<file path="src/rtl/elastic_pipe.sv">
// Elastic pipeline: a chain of STAGES skid slices, each able to hold two words.
// Define ELASTIC_PIPE_STALL_CNT_EN to enable the output stall counter.

module skid_stage #(
    parameter int DATA_WIDTH = 32
) (
    input  logic                  clk,
    input  logic                  reset_n,
    input  logic                  flush,
    input  logic                  up_valid,
    output logic                  up_ready,
    input  logic [DATA_WIDTH-1:0] up_data,
    output logic                  dn_valid,
    input  logic                  dn_ready,
    output logic [DATA_WIDTH-1:0] dn_data,
    output logic                  skid_vld
);

    logic [DATA_WIDTH-1:0] skid_q;
    logic                  take;
    logic                  give;

    // up_ready doubles as the "skid register empty" flag
    assign take     = up_valid && up_ready;
    assign give     = dn_valid && dn_ready;
    assign skid_vld = !up_ready;

    always_ff @(posedge clk or negedge reset_n) begin
        if (!reset_n) begin
            dn_valid <= 1'b0;
            up_ready <= 1'b1;
        end else if (flush) begin
            dn_valid <= 1'b0;
            up_ready <= 1'b1;
        end else if (give) begin
            if (!up_ready) begin
                up_ready <= 1'b1;
            end else if (!take) begin
                dn_valid <= 1'b0;
            end
        end else if (take) begin
            if (dn_valid) begin
                up_ready <= 1'b0;
            end else begin
                dn_valid <= 1'b1;
            end
        end
    end

    // Payload registers are never cleared; they only move on transfers
    always_ff @(posedge clk) begin
        if (!flush) begin
            if (give) begin
                if (!up_ready) begin
                    dn_data <= skid_q;
                end else if (take) begin
                    dn_data <= up_data;
                end
            end else if (take) begin
                if (dn_valid) begin
                    skid_q <= up_data;
                end else begin
                    dn_data <= up_data;
                end
            end
        end
    end

endmodule

module elastic_pipe #(
    parameter int DATA_WIDTH = 32,
    parameter int STAGES     = 2
) (
    input  logic                             clk,
    input  logic                             reset_n,
    input  logic                             flush,
    input  logic                             in_valid,
    output logic                             in_ready,
    input  logic [DATA_WIDTH-1:0]            in_data,
    output logic                             out_valid,
    input  logic                             out_ready,
    output logic [DATA_WIDTH-1:0]            out_data,
    output logic [$clog2(2*STAGES+1)-1:0]    occupancy,
    output logic [15:0]                      stall_cnt
);

    localparam int OCC_W = $clog2(2*STAGES+1);

    logic [STAGES:0]                 vld;
    logic [STAGES:0]                 rdy;
    logic [STAGES:0][DATA_WIDTH-1:0] dat;
    logic [STAGES-1:0]               skid_v;
    logic [OCC_W-1:0]                occ_sum;

    assign vld[0]      = in_valid;
    assign dat[0]      = in_data;
    assign rdy[STAGES] = out_ready;

    assign in_ready  = rdy[0];
    assign out_valid = vld[STAGES];
    assign out_data  = dat[STAGES];

    for (genvar i = 0; i < STAGES; i++) begin : g_stage
        skid_stage #(
            .DATA_WIDTH(DATA_WIDTH)
        ) u_stage (
            .clk      (clk),
            .reset_n  (reset_n),
            .flush    (flush),
            .up_valid (vld[i]),
            .up_ready (rdy[i]),
            .up_data  (dat[i]),
            .dn_valid (vld[i+1]),
            .dn_ready (rdy[i+1]),
            .dn_data  (dat[i+1]),
            .skid_vld (skid_v[i])
        );
    end

    always_comb begin
        occ_sum = '0;
        for (int i = 0; i < STAGES; i++) begin
            occ_sum = occ_sum + OCC_W'(vld[i+1]) + OCC_W'(skid_v[i]);
        end
    end

    assign occupancy = occ_sum;

`ifdef ELASTIC_PIPE_STALL_CNT_EN
    logic [15:0] stall_q;

    always_ff @(posedge clk or negedge reset_n) begin
        if (!reset_n) begin
            stall_q <= '0;
        end else if (flush) begin
            stall_q <= '0;
        end else if (out_valid && !out_ready && stall_q != 16'hFFFF) begin
            stall_q <= stall_q + 16'd1;
        end
    end

    assign stall_cnt = stall_q;
`else
    assign stall_cnt = 16'd0;
`endif

endmodule

</file>
<file path="config.mk">
export PLATFORM = sky130hd
export DESIGN_NAME = elastic_pipe
export DESIGN_NICKNAME = d
export VERILOG_FILES = /design/src/rtl/elastic_pipe.sv
export SDC_FILE = /design/constraint.sdc
export NUM_CORES = 1
export LEC_CHECK = 0
export CORE_ASPECT_RATIO = 1.75
export CORE_MARGIN = 2
export CORE_UTILIZATION = 50
export CTS_BUF_LIST = sky130_fd_sc_hd__clkbuf_8
export CTS_CLUSTER_SIZE = 30
export DETAILED_ROUTE_END_ITERATION = 6
export GPL_TIMING_DRIVEN = 0
export MAX_ROUTING_LAYER = met4
export PLACE_DENSITY = 0.77
export SETUP_SLACK_MARGIN = 0.1
export SLEW_MARGIN = 20
export SYNTH_ARGS = -nofsm -noshare
export SYNTH_HDL_FRONTEND = slang
export SYNTH_SLANG_ARGS = --single-unit
</file>
<file path="constraint.sdc">
create_clock -name clk -period 4.6 [get_ports clk]
set_input_delay 1.38 -clock clk [delete_from_list [all_inputs] [get_ports clk]]
set_output_delay 1.38 -clock clk [all_outputs]
set_load 0.05 [all_outputs]
</file>
==> impl_metrics.py <==
metrics = {
    "detailed_routing": {
        "wirelength_mm": 8.39,
        "routedWlPerCell_um": 15.7,
        "ant_nets": 0,
        "drc": 0,
        "vias": 2585,
        "drt_pre_antenna_iters": 4,
        "dr.first_iter.drc_count": 114,
        "routed_via_density": 4.83,
    },
    "min_path": {
        "hold_end": "g_stage[1].u_stage.skid_q[18]",
        "hold_path.class": "reg2reg",
        "hold_start": "g_stage[0].u_stage.dn_data[18]",
        "hold_depth": 0,
    },
    "timing": {
        "fin_ws_ns": 0.365,
        "min_period_over_period": 0.921,
        "max-slew-margin-rel": 0.462,
        "final.setup_skew_ns": 0.00783,
        "timing.hold.ws_ns": 0.448,
        "tns_ns": 0,
        "finalCriticalPeriod_ns": 4.24,
        "rsz0062_at_grt": "false",
        "drv_slew": 0,
        "setup_viol": 0,
        "tightest_slew_ns": 0.803,
        "hold_viol": 0,
        "fmax_mhz": 236,
    },
    "global_route": {
        "grt_pass1_wl_mm": 13.3,
        "track_usage": 0.162,
        "overflow": 0,
        "grt_pass1_vias": 2668,
        "antenna_found_initial": 0,
        "grt_max_degree": 17,
    },
    "setup_path": {
        "crit_slowest_cell": "clkdlybuf4s50_1",
        "startpoint_type": "register",
        "crit_chain": "inv_1 -> fa_1 -> ha_1 -> ha_1 -> clkdlybuf4s50_1",
        "r2r_setup_slack_ns": 2.47,
        "worstPathMaxFanout": 7,
        "r2r-start": "g_stage[0].u_stage.up_ready",
        "crit_path_frequent_cell": "ha_1",
        "arrival_ns": 2.86,
        "worstReg2RegEnd": "g_stage[0].u_stage.skid_q[25]",
        "ff2ff_path_depth": 3,
        "critical_path.top_delay_family": "adder cells",
        "endpoint_kind": "output port",
        "crit_buf_inv": 2,
        "worstSetupPathType": "reg2out",
        "slowest_delay_ns": 0.80,
        "cp.required_ns": 3.22,
    },
    "cts": {
        "cts_max_level": 4,
        "clock_latency_ns": 0.43,
        "cts.sinks": 132,
        "cts_hold_buffers": 0,
        "cts_max_path_buffers": 2,
        "cts_tree": "done",
        "cts_setup_buffers": 0,
        "clk_pin_slew_ns": 0.07,
        "cts_inserted_buffers": 17,
        "ctsRootBufferMaster": "clkbuf_8",
        "cts_resized": 0,
    },
    "synthesis": {
        "syn_area_sq_um": 5430,
        "yosysSeqAreaShare": 0.727,
        "synth_cells": 278,
        "avgSynthCellArea_sq_um": 19.5,
        "yosysUniqueCellTypes": 21,
        "yosys_warnings": 0,
        "synth-seq-cells": 132,
    },
    "placed_design": {
        "numPortBuffers": 72,
        "place_congestion": 0.729,
        "placed_cell_area_sq_um": 6540,
        "hpwl_mm": 5.94,
        "dpl_worst_slack_ns": 0.811,
        "place_inst": 504,
    },
    "layout": {
        "layout.nets": 433,
        "fill_cells": 781,
        "utilization": 0.652,
        "finalNonFillerCells": 535,
        "design_area_sq_um": 6940,
        "diodes": 0,
        "syn2layout_area_growth_pct": 27.7,
        "drive_gt1_frac": 0.412,
    },
    "floorplanning": {
        "start_util": 0.511,
        "die-area_sq_um": 11700,
        "io_pins": 90,
        "fp.dieW_um": 82.8,
        "core_region_area_sq_um": 10600,
        "num_rows": 50,
        "die_h_um": 142,
    },
    "pwr": {
        "p_total_mw": 2.56,
        "power_density_nw_per_um2": 369,
        "ir_worst_vdd_uv": 243,
        "leakage_nw": 2.65,
    },
    "status": {
        "status": "finished, final reports clean",
    },
    "flow_run": {
        "cap_violations": 0,
    },
}
==> state kept, by name, summed over array words and instances (netlist names) <==
signal / cells
g_stage.u_stage.dn_data: 64
g_stage.u_stage.skid_q: 64
g_stage.u_stage.dn_valid: 2
g_stage.u_stage.up_ready: 2
==> cells in the final DEF, fill, tap and decap left out, drive strengths merged <==
cell           synthesis  final
a21bo                  2      2
a21oi                  2      2
a221o                  2      2
a221oi                 2      2
buf                   56     65
bufinv                 0      3
clkbuf                 1     18
clkdlybuf4s50          0     72
clkinv                 0      9
clkinvlp               0      2
conb                   1     16
dfrtp                  2      2
dfstp                  2      2
edfxtp               128    128
fa                     1      1
ha                     2      2
inv                    3      3
mux2                  64     64
nand2                  4      4
nand2b                 2      2
nand3b                 2      2
nor4b                  2      2
==> layer usage <==
| metal | GRT usage | vias up | part of all wire |
|---|---|---|---|
| met3 | 0.0604 | 9 | 0.056 |
| met2 | 0.269 | 80 | 0.54 |
| met1 | 0.176 | 1274 | 0.39 |
| met5 | - | - | 0 |
| li1 | - | 1222 | - |
| met4 | 0.0569 | 0 | 0.014 |
==> kinds of logic after synthesis <==
logic type / Yosys count / synth area share
compound gates: 8 / 0.0124
simple gates: 10 / 0.0157
fa+ha+maj: 3 / 0.00829
mux: 64 / 0.153
buf+inv: 60 / 0.0829
other cells: 1 / 0.000690
flops: 132 / 0.727
==> how the worst max path moves through the flow <==
| stage | startpoint | end | cells after the start |
|---|---|---|---|
| 2_1_floorplan | in_valid | g_stage[0].u_stage.dn_data[0] | 2 |
| 3_3_place_gp | out_ready | g_stage[1].u_stage.dn_data[22] | 3 |
| 3_5_place_dp | g_stage[0].u_stage.up_ready | occupancy[1] | 5 |
| 4_1_cts | g_stage[0].u_stage.up_ready | occupancy[1] | 5 |
| 5_1_grt | g_stage[0].u_stage.up_ready | occupancy[1] | 5 |
| 6_report | g_stage[0].u_stage.up_ready | occupancy[1] | 5 |
==> cell type report <==
type	count	area, sq um	share of cell area
clock inverters	14	164	0.0236
inverters	3	11.3	0.00162
multi-input cells	101	1160	0.167
flip-flops and latches	132	3950	0.569
plain buffers	57	439	0.0633
repair buffers	81	822	0.119
well taps	130	163	0.0235
clock buffers	17	234	0.0337
==> power by group <==
group	switching (mW)	total, mW	internal [mW]
clock network	0.431	0.960	0.529
logic	0.127	0.236	0.109
registers	0.0130	1.37	1.35
==> cells in the mapped netlist, drive strengths merged <==
master / n / share of area
a21bo: 2 / 0.0037
a21oi: 2 / 0.0018
a221o: 2 / 0.0037
a221oi: 2 / 0.0032
buf: 56 / 0.080
clkbuf: 1 / 0.00069
conb: 1 / 0.00069
dfrtp: 2 / 0.0092
dfstp: 2 / 0.0097
edfxtp: 128 / 0.71
fa: 1 / 0.0037
ha: 2 / 0.0046
inv: 3 / 0.0021
mux2: 64 / 0.15
nand2: 4 / 0.0028
nand2b: 2 / 0.0023
nand3b: 2 / 0.0074
nor4b: 2 / 0.0032
==> worst register-to-register path, stage by stage (launching register included) <==
cell     delay, ns
dfstp_2       0.59
nand2_1       0.17
nor4b_4       0.72
buf_4         0.35
Power figures use the tool's default switching activity.
